File: src/rtl/conv_beat_sequencer_pkg.sv
// Shared definitions for the conv input-stream beat sequencer: limits, tuser layout,
// FSM states and the layer descriptor payload.
package conv_beat_sequencer_pkg;

    localparam int unsigned KERNEL_W_MAX       = 3;
    localparam int unsigned KERNEL_H_MAX       = 3;
    localparam int unsigned BEATS_CONFIG_3X3_1 = 20;
    localparam int unsigned BEATS_CONFIG_1X1_1 = 12;
    localparam int unsigned IM_CIN_MAX         = 1024;
    localparam int unsigned IM_COLS_MAX        = 384;
    localparam int unsigned IM_BLOCKS_MAX      = 32;

    localparam int unsigned BITS_CIN      = $clog2(IM_CIN_MAX);
    localparam int unsigned BITS_COLS     = $clog2(IM_COLS_MAX);
    localparam int unsigned BITS_BLOCKS   = $clog2(IM_BLOCKS_MAX);
    localparam int unsigned BITS_KERNEL_W = $clog2(KERNEL_W_MAX);
    localparam int unsigned BITS_CFG_CNT  = $clog2(BEATS_CONFIG_3X3_1 + 1);
    localparam int unsigned STATS_W       = 32;

    // conv tuser bit positions
    localparam int unsigned I_IS_NOT_MAX      = 0;
    localparam int unsigned I_IS_MAX          = 1;
    localparam int unsigned I_IS_1X1          = 2;
    localparam int unsigned I_IS_LRELU        = 3;
    localparam int unsigned I_IS_TOP_BLOCK    = 4;
    localparam int unsigned I_IS_BOTTOM_BLOCK = 5;
    localparam int unsigned I_IS_COLS_1_K2    = 6;
    localparam int unsigned I_IS_CONFIG       = 7;
    localparam int unsigned I_IS_ACC_LAST     = 8;
    localparam int unsigned I_KERNEL_W_1      = 9;
    localparam int unsigned TUSER_WIDTH_CONV_IN = I_KERNEL_W_1 + BITS_KERNEL_W;

    typedef enum logic [1:0] {
        ST_IDLE   = 2'd0,
        ST_CONFIG = 2'd1,
        ST_DATA   = 2'd2
    } seq_state_e;

    typedef struct packed {
        logic [BITS_CIN-1:0]      cin_1;
        logic [BITS_COLS-1:0]     cols_1;
        logic [BITS_BLOCKS-1:0]   blocks_1;
        logic [BITS_KERNEL_W-1:0] kernel_w_1;
        logic                     is_1x1;
        logic                     is_max;
        logic                     is_not_max;
        logic                     is_lrelu;
    } layer_desc_t;

    function automatic logic [TUSER_WIDTH_CONV_IN-1:0] pack_tuser(
        input layer_desc_t d,
        input logic        top,
        input logic        bottom,
        input logic        cols_k2,
        input logic        is_cfg,
        input logic        acc_last
    );
        logic [TUSER_WIDTH_CONV_IN-1:0] t;
        t                                   = '0;
        t[I_IS_NOT_MAX]                     = d.is_not_max;
        t[I_IS_MAX]                         = d.is_max;
        t[I_IS_1X1]                         = d.is_1x1;
        t[I_IS_LRELU]                       = d.is_lrelu;
        t[I_IS_TOP_BLOCK]                   = top;
        t[I_IS_BOTTOM_BLOCK]                = bottom;
        t[I_IS_COLS_1_K2]                   = cols_k2;
        t[I_IS_CONFIG]                      = is_cfg;
        t[I_IS_ACC_LAST]                    = acc_last;
        t[I_KERNEL_W_1 +: BITS_KERNEL_W]    = d.kernel_w_1;
        return t;
    endfunction

    // Column where the kernel's right edge hits the image edge, clamped at zero
    function automatic logic [BITS_COLS-1:0] cols_k2_idx(input layer_desc_t d);
        logic [BITS_COLS-1:0] half;
        half = BITS_COLS'(d.kernel_w_1 >> 1);
        return (d.cols_1 >= half) ? (d.cols_1 - half) : '0;
    endfunction

endpackage

File: src/rtl/conv_beat_sequencer_if.sv
// Descriptor and beat-stream bundle for conv_beat_sequencer.
// Optional CONV_SEQ_STATS_EN adds beat/stall statistics outputs.
interface conv_beat_sequencer_if;
    import conv_beat_sequencer_pkg::*;

    logic                           s_cfg_valid;
    logic                           s_cfg_ready;
    logic [BITS_CIN-1:0]            s_cfg_cin_1;
    logic [BITS_COLS-1:0]           s_cfg_cols_1;
    logic [BITS_BLOCKS-1:0]         s_cfg_blocks_1;
    logic [BITS_KERNEL_W-1:0]       s_cfg_kernel_w_1;
    logic                           s_cfg_is_1x1;
    logic                           s_cfg_is_max;
    logic                           s_cfg_is_not_max;
    logic                           s_cfg_is_lrelu;
    logic                           m_axis_tvalid;
    logic                           m_axis_tready;
    logic [TUSER_WIDTH_CONV_IN-1:0] m_axis_tuser;
    logic                           m_axis_tlast;
    logic                           busy;
`ifdef CONV_SEQ_STATS_EN
    logic [STATS_W-1:0]             beat_count;
    logic [STATS_W-1:0]             stall_count;

    modport master (
        output s_cfg_valid, s_cfg_cin_1, s_cfg_cols_1, s_cfg_blocks_1, s_cfg_kernel_w_1,
               s_cfg_is_1x1, s_cfg_is_max, s_cfg_is_not_max, s_cfg_is_lrelu, m_axis_tready,
        input  s_cfg_ready, m_axis_tvalid, m_axis_tuser, m_axis_tlast, busy,
               beat_count, stall_count
    );
    modport slave (
        input  s_cfg_valid, s_cfg_cin_1, s_cfg_cols_1, s_cfg_blocks_1, s_cfg_kernel_w_1,
               s_cfg_is_1x1, s_cfg_is_max, s_cfg_is_not_max, s_cfg_is_lrelu, m_axis_tready,
        output s_cfg_ready, m_axis_tvalid, m_axis_tuser, m_axis_tlast, busy,
               beat_count, stall_count
    );
`else
    modport master (
        output s_cfg_valid, s_cfg_cin_1, s_cfg_cols_1, s_cfg_blocks_1, s_cfg_kernel_w_1,
               s_cfg_is_1x1, s_cfg_is_max, s_cfg_is_not_max, s_cfg_is_lrelu, m_axis_tready,
        input  s_cfg_ready, m_axis_tvalid, m_axis_tuser, m_axis_tlast, busy
    );
    modport slave (
        input  s_cfg_valid, s_cfg_cin_1, s_cfg_cols_1, s_cfg_blocks_1, s_cfg_kernel_w_1,
               s_cfg_is_1x1, s_cfg_is_max, s_cfg_is_not_max, s_cfg_is_lrelu, m_axis_tready,
        output s_cfg_ready, m_axis_tvalid, m_axis_tuser, m_axis_tlast, busy
    );
`endif
endinterface

File: src/rtl/conv_seq_loop_cnt.sv
// Up-counter that wraps to zero after reaching a run-time limit; last_c flags the limit.
module conv_seq_loop_cnt #(
    parameter int unsigned WIDTH = 8
) (
    input  logic             aclk,
    input  logic             areset,
    input  logic             clr,
    input  logic             en,
    input  logic [WIDTH-1:0] limit_i,
    output logic [WIDTH-1:0] cnt_o,
    output logic             last_c
);
    logic [WIDTH-1:0] cnt_q, cnt_d;

    assign last_c = (cnt_q == limit_i);
    assign cnt_o  = cnt_q;

    always_comb begin
        cnt_d = cnt_q;
        if (clr) begin
            cnt_d = '0;
        end else if (en) begin
            cnt_d = last_c ? '0 : (cnt_q + WIDTH'(1));
        end
    end

    always_ff @(posedge aclk) begin
        if (areset) cnt_q <= '0;
        else        cnt_q <= cnt_d;
    end
endmodule

File: src/rtl/conv_beat_sequencer.sv
// Layer scheduler: takes one descriptor, emits config beats then cin/col/block data beats.
// Optional CONV_SEQ_STATS_EN adds saturating beat and stall counters.
module conv_beat_sequencer
    import conv_beat_sequencer_pkg::*;
(
    input logic                  aclk,
    input logic                  areset,
    conv_beat_sequencer_if.slave bus
);
    seq_state_e                     state_q, state_d;
    logic [BITS_CFG_CNT-1:0]        cfg_cnt_q, cfg_cnt_d;
    layer_desc_t                    desc_q, desc_d, desc_in;
    logic                           tvalid_q, tvalid_d;
    logic [TUSER_WIDTH_CONV_IN-1:0] tuser_q, tuser_d;
    logic                           tlast_q, tlast_d;
    logic                           busy_q, busy_d;
    logic                           cfg_ready_q, cfg_ready_d;

    logic                           accept_c, hs_c, load_data_c;
    logic [BITS_CIN-1:0]            cin_cnt;
    logic [BITS_COLS-1:0]           col_cnt;
    logic [BITS_BLOCKS-1:0]         blk_cnt;
    logic                           cin_last_c, col_last_c, blk_last_c;
    logic [TUSER_WIDTH_CONV_IN-1:0] data_tuser_c;
    logic                           data_last_c;

    assign desc_in = '{
        cin_1:      bus.s_cfg_cin_1,
        cols_1:     bus.s_cfg_cols_1,
        blocks_1:   bus.s_cfg_blocks_1,
        kernel_w_1: bus.s_cfg_kernel_w_1,
        is_1x1:     bus.s_cfg_is_1x1,
        is_max:     bus.s_cfg_is_max,
        is_not_max: bus.s_cfg_is_not_max,
        is_lrelu:   bus.s_cfg_is_lrelu
    };

    assign accept_c = bus.s_cfg_valid && cfg_ready_q;
    assign hs_c     = tvalid_q && bus.m_axis_tready;
    // Loop counters point at the next data beat to be loaded into the output register
    assign load_data_c = hs_c && (((state_q == ST_CONFIG) && (cfg_cnt_q == '0)) ||
                                  ((state_q == ST_DATA) && !tlast_q));

    conv_seq_loop_cnt #(.WIDTH(BITS_CIN)) u_cin_cnt (
        .aclk(aclk), .areset(areset), .clr(accept_c), .en(load_data_c),
        .limit_i(desc_q.cin_1), .cnt_o(cin_cnt), .last_c(cin_last_c)
    );

    conv_seq_loop_cnt #(.WIDTH(BITS_COLS)) u_col_cnt (
        .aclk(aclk), .areset(areset), .clr(accept_c), .en(load_data_c && cin_last_c),
        .limit_i(desc_q.cols_1), .cnt_o(col_cnt), .last_c(col_last_c)
    );

    conv_seq_loop_cnt #(.WIDTH(BITS_BLOCKS)) u_blk_cnt (
        .aclk(aclk), .areset(areset), .clr(accept_c),
        .en(load_data_c && cin_last_c && col_last_c),
        .limit_i(desc_q.blocks_1), .cnt_o(blk_cnt), .last_c(blk_last_c)
    );

    assign data_tuser_c = pack_tuser(desc_q, (blk_cnt == '0), blk_last_c,
                                     (col_cnt == cols_k2_idx(desc_q)), 1'b0, cin_last_c);
    assign data_last_c  = cin_last_c && col_last_c && blk_last_c;

    always_comb begin
        state_d     = state_q;
        cfg_cnt_d   = cfg_cnt_q;
        desc_d      = desc_q;
        tvalid_d    = tvalid_q;
        tuser_d     = tuser_q;
        tlast_d     = tlast_q;
        case (state_q)
            ST_IDLE: begin
                if (accept_c) begin
                    state_d   = ST_CONFIG;
                    desc_d    = desc_in;
                    cfg_cnt_d = desc_in.is_1x1 ? BITS_CFG_CNT'(BEATS_CONFIG_1X1_1)
                                               : BITS_CFG_CNT'(BEATS_CONFIG_3X3_1);
                    tvalid_d  = 1'b1;
                    tuser_d   = pack_tuser(desc_in, 1'b0, 1'b0, 1'b0, 1'b1, 1'b0);
                    tlast_d   = 1'b0;
                end
            end
            ST_CONFIG: begin
                if (hs_c) begin
                    if (cfg_cnt_q == '0) begin
                        state_d = ST_DATA;
                        tuser_d = data_tuser_c;
                        tlast_d = data_last_c;
                    end else begin
                        cfg_cnt_d = cfg_cnt_q - BITS_CFG_CNT'(1);
                    end
                end
            end
            ST_DATA: begin
                if (hs_c) begin
                    if (tlast_q) begin
                        state_d  = ST_IDLE;
                        tvalid_d = 1'b0;
                        tuser_d  = '0;
                        tlast_d  = 1'b0;
                    end else begin
                        tuser_d = data_tuser_c;
                        tlast_d = data_last_c;
                    end
                end
            end
            default: begin
                state_d  = ST_IDLE;
                tvalid_d = 1'b0;
                tuser_d  = '0;
                tlast_d  = 1'b0;
            end
        endcase
        busy_d      = (state_d != ST_IDLE);
        cfg_ready_d = (state_d == ST_IDLE);
    end

    always_ff @(posedge aclk) begin
        if (areset) begin
            state_q     <= ST_IDLE;
            cfg_cnt_q   <= '0;
            desc_q      <= '0;
            tvalid_q    <= 1'b0;
            tuser_q     <= '0;
            tlast_q     <= 1'b0;
            busy_q      <= 1'b0;
            cfg_ready_q <= 1'b1;
        end else begin
            state_q     <= state_d;
            cfg_cnt_q   <= cfg_cnt_d;
            desc_q      <= desc_d;
            tvalid_q    <= tvalid_d;
            tuser_q     <= tuser_d;
            tlast_q     <= tlast_d;
            busy_q      <= busy_d;
            cfg_ready_q <= cfg_ready_d;
        end
    end

    assign bus.s_cfg_ready   = cfg_ready_q;
    assign bus.m_axis_tvalid = tvalid_q;
    assign bus.m_axis_tuser  = tuser_q;
    assign bus.m_axis_tlast  = tlast_q;
    assign bus.busy          = busy_q;

`ifdef CONV_SEQ_STATS_EN
    logic [STATS_W-1:0] beat_cnt_q, beat_cnt_d;
    logic [STATS_W-1:0] stall_cnt_q, stall_cnt_d;

    // Per-layer statistics, restarted by each accepted descriptor
    always_comb begin
        beat_cnt_d  = beat_cnt_q;
        stall_cnt_d = stall_cnt_q;
        if (accept_c) begin
            beat_cnt_d  = '0;
            stall_cnt_d = '0;
        end else begin
            if (hs_c && (beat_cnt_q != '1)) begin
                beat_cnt_d = beat_cnt_q + STATS_W'(1);
            end
            if (tvalid_q && !bus.m_axis_tready && (stall_cnt_q != '1)) begin
                stall_cnt_d = stall_cnt_q + STATS_W'(1);
            end
        end
    end

    always_ff @(posedge aclk) begin
        if (areset) begin
            beat_cnt_q  <= '0;
            stall_cnt_q <= '0;
        end else begin
            beat_cnt_q  <= beat_cnt_d;
            stall_cnt_q <= stall_cnt_d;
        end
    end

    assign bus.beat_count  = beat_cnt_q;
    assign bus.stall_count = stall_cnt_q;
`endif

endmodule

File: src/flat_wrapper.sv
// flat-port wrapper written by rule: the top's interface ports become plain ports
module conv_beat_sequencer_flat import conv_beat_sequencer_pkg::*;
  (aclk, areset, bus_s_cfg_valid, bus_s_cfg_cin_1, bus_s_cfg_cols_1, bus_s_cfg_blocks_1, bus_s_cfg_kernel_w_1, bus_s_cfg_is_1x1, bus_s_cfg_is_max, bus_s_cfg_is_not_max, bus_s_cfg_is_lrelu, bus_m_axis_tready, bus_s_cfg_ready, bus_m_axis_tvalid, bus_m_axis_tuser, bus_m_axis_tlast, bus_busy);
  conv_beat_sequencer_if bus_i ();
  input logic aclk;
  input logic areset;
  input wire logic [$bits(bus_i.s_cfg_valid)-1:0] bus_s_cfg_valid;
  input wire logic [$bits(bus_i.s_cfg_cin_1)-1:0] bus_s_cfg_cin_1;
  input wire logic [$bits(bus_i.s_cfg_cols_1)-1:0] bus_s_cfg_cols_1;
  input wire logic [$bits(bus_i.s_cfg_blocks_1)-1:0] bus_s_cfg_blocks_1;
  input wire logic [$bits(bus_i.s_cfg_kernel_w_1)-1:0] bus_s_cfg_kernel_w_1;
  input wire logic [$bits(bus_i.s_cfg_is_1x1)-1:0] bus_s_cfg_is_1x1;
  input wire logic [$bits(bus_i.s_cfg_is_max)-1:0] bus_s_cfg_is_max;
  input wire logic [$bits(bus_i.s_cfg_is_not_max)-1:0] bus_s_cfg_is_not_max;
  input wire logic [$bits(bus_i.s_cfg_is_lrelu)-1:0] bus_s_cfg_is_lrelu;
  input wire logic [$bits(bus_i.m_axis_tready)-1:0] bus_m_axis_tready;
  output wire logic [$bits(bus_i.s_cfg_ready)-1:0] bus_s_cfg_ready;
  output wire logic [$bits(bus_i.m_axis_tvalid)-1:0] bus_m_axis_tvalid;
  output wire logic [$bits(bus_i.m_axis_tuser)-1:0] bus_m_axis_tuser;
  output wire logic [$bits(bus_i.m_axis_tlast)-1:0] bus_m_axis_tlast;
  output wire logic [$bits(bus_i.busy)-1:0] bus_busy;
  assign bus_i.s_cfg_valid = bus_s_cfg_valid;
  assign bus_i.s_cfg_cin_1 = bus_s_cfg_cin_1;
  assign bus_i.s_cfg_cols_1 = bus_s_cfg_cols_1;
  assign bus_i.s_cfg_blocks_1 = bus_s_cfg_blocks_1;
  assign bus_i.s_cfg_kernel_w_1 = bus_s_cfg_kernel_w_1;
  assign bus_i.s_cfg_is_1x1 = bus_s_cfg_is_1x1;
  assign bus_i.s_cfg_is_max = bus_s_cfg_is_max;
  assign bus_i.s_cfg_is_not_max = bus_s_cfg_is_not_max;
  assign bus_i.s_cfg_is_lrelu = bus_s_cfg_is_lrelu;
  assign bus_i.m_axis_tready = bus_m_axis_tready;
  assign bus_s_cfg_ready = bus_i.s_cfg_ready;
  assign bus_m_axis_tvalid = bus_i.m_axis_tvalid;
  assign bus_m_axis_tuser = bus_i.m_axis_tuser;
  assign bus_m_axis_tlast = bus_i.m_axis_tlast;
  assign bus_busy = bus_i.busy;
  conv_beat_sequencer u_core (.aclk(aclk), .areset(areset), .bus(bus_i));
endmodule
File: config.mk
export PLATFORM = sky130hd
export DESIGN_NAME = conv_beat_sequencer_flat
export DESIGN_NICKNAME = d
export VERILOG_FILES = /design/src/rtl/conv_beat_sequencer_pkg.sv /design/src/rtl/conv_beat_sequencer_if.sv /design/src/rtl/conv_seq_loop_cnt.sv /design/src/rtl/conv_beat_sequencer.sv /design/src/flat_wrapper.sv
export SDC_FILE = /design/constraint.sdc
export NUM_CORES = 1
export LEC_CHECK = 0
export CORE_MARGIN = 2
export CORE_UTILIZATION = 30
export CTS_BUF_LIST = sky130_fd_sc_hd__clkbuf_4 sky130_fd_sc_hd__clkbuf_8 sky130_fd_sc_hd__clkbuf_16
export DETAILED_ROUTE_END_ITERATION = 6
export SLEW_MARGIN = 20
export SYNTH_ARGS = -nofsm -noshare
export SYNTH_HDL_FRONTEND = slang
export SYNTH_HIERARCHICAL = 1
export SYNTH_SLANG_ARGS = --single-unit
File: constraint.sdc
create_clock -name aclk -period 3.74 [get_ports aclk]
set_clock_uncertainty 0.2 [all_clocks]
set_input_delay 0.561 -clock aclk [delete_from_list [all_inputs] [get_ports aclk]]
set_output_delay 0.561 -clock aclk [all_outputs]
set_load 0.01 [all_outputs]
==> results <==
- The largest fanout on the critical path is 17.
- The cell area after technology mapping is around 0.0042 sq mm.
- Routability-driven placement finished with a final weighted congestion of between 0.8 and 0.9.
- Max-cap violations in this run came to 0.
- Synthesis instantiated between 70 and 80 different standard cells from the library.
- The pin count of the biggest net entering global routing is 56.
- Of the cells placed in the final design, the portion with a size suffix greater than 1 is under 10%.
- The smallest clock period supported by the final layout is computed as between 3 and 4 ns.
- In this run, the number of DRC markers left after iteration 0 of detailed routing was between 100 and 150.
- The initial antenna violation count is 0.
- Setup repair after global routing left no endpoint under its margin.
- The class of the most critical setup path is register to register.
- The proportion of register bits with asynchronous set or reset after synthesis is 0%.
- The register bit count reported by yosys is 76.
- Global routing used about 16% of the available tracks across all layers.
- For this block, the routed nets add up to between 10000 and 15000 microns of wire.
- The layout net count is 587.
- The net count after synthesis is 550.
- The count of pins on the block boundary is around 50.
- The overall die width is approximately 120 microns.
- In this run the tool buffered the top-level ports with 48 buffer cells.
- The die is 122.1 microns tall.
- For the pin with the worst max-slew slack, the measured transition is roughly 0.65 ns.
- The initial utilization of the core area, before any placement, comes to between 30 and 40%.
- The category of the worst setup path launch point is a register.
- The total negative slack for setup checks is 0 ns.
- The least setup slack across all paths after layout is about 0.62 ns.
- The number of iterations in the first detailed-routing pass is 4.
- The overall die area is between 0.01 and 0.015 sq mm.
- The classification of the worst-slack hold path is register to register.
- The total power of the final layout is about 2.6 mW.
- The worst-case vdd ir drop is between 200 and 300 uV.
- The leftover overflow at the end of global routing is 0.
- The number of levels in the clock H-tree is 3.
- Once detailed placement completed, the half-perimeter wirelength came to between 7000 and 8000 microns.
- The number of flops mapped to enable cells by yosys is 0.
- The cell count after synthesis came out at slightly above 500.
- The detailed-route vias per instance is 5.124.
- The number of global-route vias before repair was about 3700.
- Prior to clock tree synthesis, the placed netlist has a worst setup slack of approximately 0.7 ns.
- Dividing the final minimum period by the clock period gives a little over four fifths.
- The total setup buffers inserted after CTS is 0.
- The sequential area share after synthesis is around 36%.
- The endpoint required time on the critical path is around 3.8 ns.
- The initialized floorplan defines between 40 and 50 standard-cell rows.
- The final route contains ~3700 vias.
- The fmax is ~0.32 GHz.
- The leakage dissipation is approximately 1.8 nW.
- The most instantiated flip-flop cell in the synthesis netlist is dfxtp_1.
- With fillers left out, the area of the finished cells amounts to about 0.0051 sq mm.
- The max-slew violation count was 0.
- Once layout is complete, the cells apart from fillers number 728.
- In this run, CTS created clock tree buffers numbering 9.
- The region available for standard cell placement spans around 0.014 sq mm.
- The first global-routing pass estimated 18330 microns of wire.
- Measured against its own limit, the worst slew margin works out to 56.88%.
- The number of antenna-violating nets in the routed design is 0.
- After clock tree synthesis, the repair step resized 0 gates.
- From synthesis to final layout, the design area changed by 23.09%.
- The power per unit of standard cell area is around 500 mW/mm^2.
- In this run the mean area of a mapped cell was 8.269 sq um.
- The final-report hold violation count is 0.
- After clock tree synthesis, the clock-pin slew on the worst setup and hold paths is approximately 0.060 ns.
- The placed cell area is ~0.0048 sq mm.
- Data arrives at the worst endpoint at between 3 and 4 ns.
- The CTS root buffer is clkbuf_16.
- The clock sink total is 76.
- 0 antenna diodes ended up in the layout.
- The number of buffers on the longest clock path is 2.
- The flow ran to the end, and the final reports show no timing, DRC or antenna violations.
- The insertion delay to the later sink of the worst-skew pair is ~0.34 ns.
- Setup violations remaining at the end of the flow were counted as 0.
- The number of remaining DRC errors is 0.
- The CTS tree is built.
- Once placement completed, the tool counted placed cells totaling around 710.
- The average routed wire per standard cell is roughly 15 microns.
- The worst setup path is captured at a register.
- During synthesis, Yosys emitted a total of 6 warnings.
- In this run, post-CTS hold repair placed 0 buffers.
==> power by group <==
part           switching, mW  internal (mW)  total, mW
Clock                  0.337          0.637      0.974
Sequential            0.0786          0.888      0.967
Combinational          0.408          0.296      0.704
==> path summary, 6_finish.rpt <==
kind                                              from                        end  slack, ns  depth (start not counted)
worst max register to register     u_core/cfg_cnt_q[0]  u_core/u_col_cnt/cnt_o[5]       0.62                         12
worst min register to register  u_core/data_tuser_c[3]     u_core/data_tuser_c[3]       0.27                          2
worst max-delay path               u_core/cfg_cnt_q[0]  u_core/u_col_cnt/cnt_o[5]       0.62                         12
worst min-delay path            u_core/data_tuser_c[3]     u_core/data_tuser_c[3]       0.27                          2
==> cell families after synthesis <==
family	synth area share (%)
XOR/XNOR	10.17
AND/OR/NAND/NOR	26.61
multiplexers	1.196
AO/OA/AOI/OAI	18.45
buffers and inverters	4.216
adder cells (fa/ha/maj)	2.990
flip-flops	36.36
==> layer usage <==
metal  part of all wire, %  global-route usage (%)  vias to the layer above
met5                     0                       0                        -
li1                      -                       -                     1858
met2                    48                   25.59                       85
met3                   4.8                   4.120                       18
met4                   1.8                   5.101                        0
met1                    46                   19.75                     1769
==> layout make-up <==
| class | count | area, sq um |
|---|---|---|
| multi-input cells | 386 | 2486 |
| inverters | 16 | 60.06 |
| fillers | 1428 | 8623 |
| repair buffers | 54 | 520.5 |
| well taps | 180 | 225.2 |
| flip-flops and latches | 76 | 1521 |
| clock inverters | 3 | 68.82 |
| clock buffers | 13 | 267.8 |
==> Yosys cell counts (3+ instances only) <==
master | n | area [sq um]
a21oi_1 | 55 | 275.3
nand3_1 | 11 | 55.05
buf_2 | 3 | 15.01
xnor2_1 | 30 | 262.8
nor2_1 | 38 | 142.6
clkbuf_1 | 20 | 75.07
nor3_1 | 9 | 45.04
inv_1 | 16 | 60.06
o21ai_0 | 6 | 30.03
ha_1 | 10 | 125.1
o21a_1 | 3 | 22.52
dfxtp_1 | 76 | 1521
a31oi_1 | 3 | 18.77
nor4_1 | 5 | 31.28
and2_1 | 4 | 25.02
buf_1 | 4 | 15.01
nand2b_1 | 7 | 43.79
nor2b_1 | 4 | 25.02
a2111oi_0 | 3 | 26.28
o2111ai_1 | 3 | 26.28
mux2i_1 | 5 | 50.05
or2_2 | 5 | 31.28
a22oi_1 | 6 | 45.04
nand3b_1 | 3 | 22.52
nor4b_1 | 4 | 35.03
nor3b_1 | 5 | 37.54
a211oi_1 | 16 | 120.1
nand2_1 | 78 | 292.8
nand4_1 | 7 | 43.79
and3_1 | 4 | 25.02
xor2_1 | 13 | 113.9
==> state kept, by name, summed over array words and instances (netlist names) <==
signal                    flops
u_core/u_col_cnt/cnt_o        9
u_core/u_blk_cnt/cnt_o        5
u_core/bus.m_axis_tuser      11
u_core/desc_q                24
u_core/bus.m_axis_tvalid      1
u_core/bus.m_axis_tlast       1
u_core/state_q                2
u_core/bus.busy               1
u_core/data_tuser_c           6
u_core/bus.s_cfg_ready        1
u_core/u_cin_cnt/cnt_o       10
u_core/cfg_cnt_q              5
==> worst max-delay path, stage by stage, from the launching register on <==
cell and delay, ns:
dfxtp_1 0.34, inv_1 0.07, ha_1 0.16, or3b_2 0.46
nor3b_1 0.33, nor2_1 0.09, nor2_1 0.10, buf_4 0.22
and2_1 0.30, and4_4 0.29, nand3_1 0.11, xor2_1 0.19
a211oi_1 0.17
==> placed cells by master, fill, tap and decap left out, types with 5 or more instances in the layout <==
master           count
nand4_1              7
mux2i_1              5
a211oi_1            16
clkdlybuf4s50_1     47
inv_1               16
nand3_1             11
clkbuf_16            9
nand2_1             78
nand2b_1             7
xnor2_1             30
nor3b_1              5
nor4_1               5
a21oi_1             55
or2_2                5
nor2_1              38
nor3_1               9
xor2_1              13
ha_1                10
o21ai_0              6
a22oi_1              6
buf_4                6
dfxtp_1             76
==> per-stage QoR <==
| step | hold WS (ns) | utilization, % |
|---|---|---|
| floorplan | 0.2360 | - |
| global placement | 0.2446 | 34.95 |
| detailed placement | 0.2544 | 34.95 |
| CTS | 0.2642 | 37.39 |
| global route | 0.2821 | 37.39 |
| finish | 0.2662 | 37.39 |
Power figures use the tool's default switching activity.
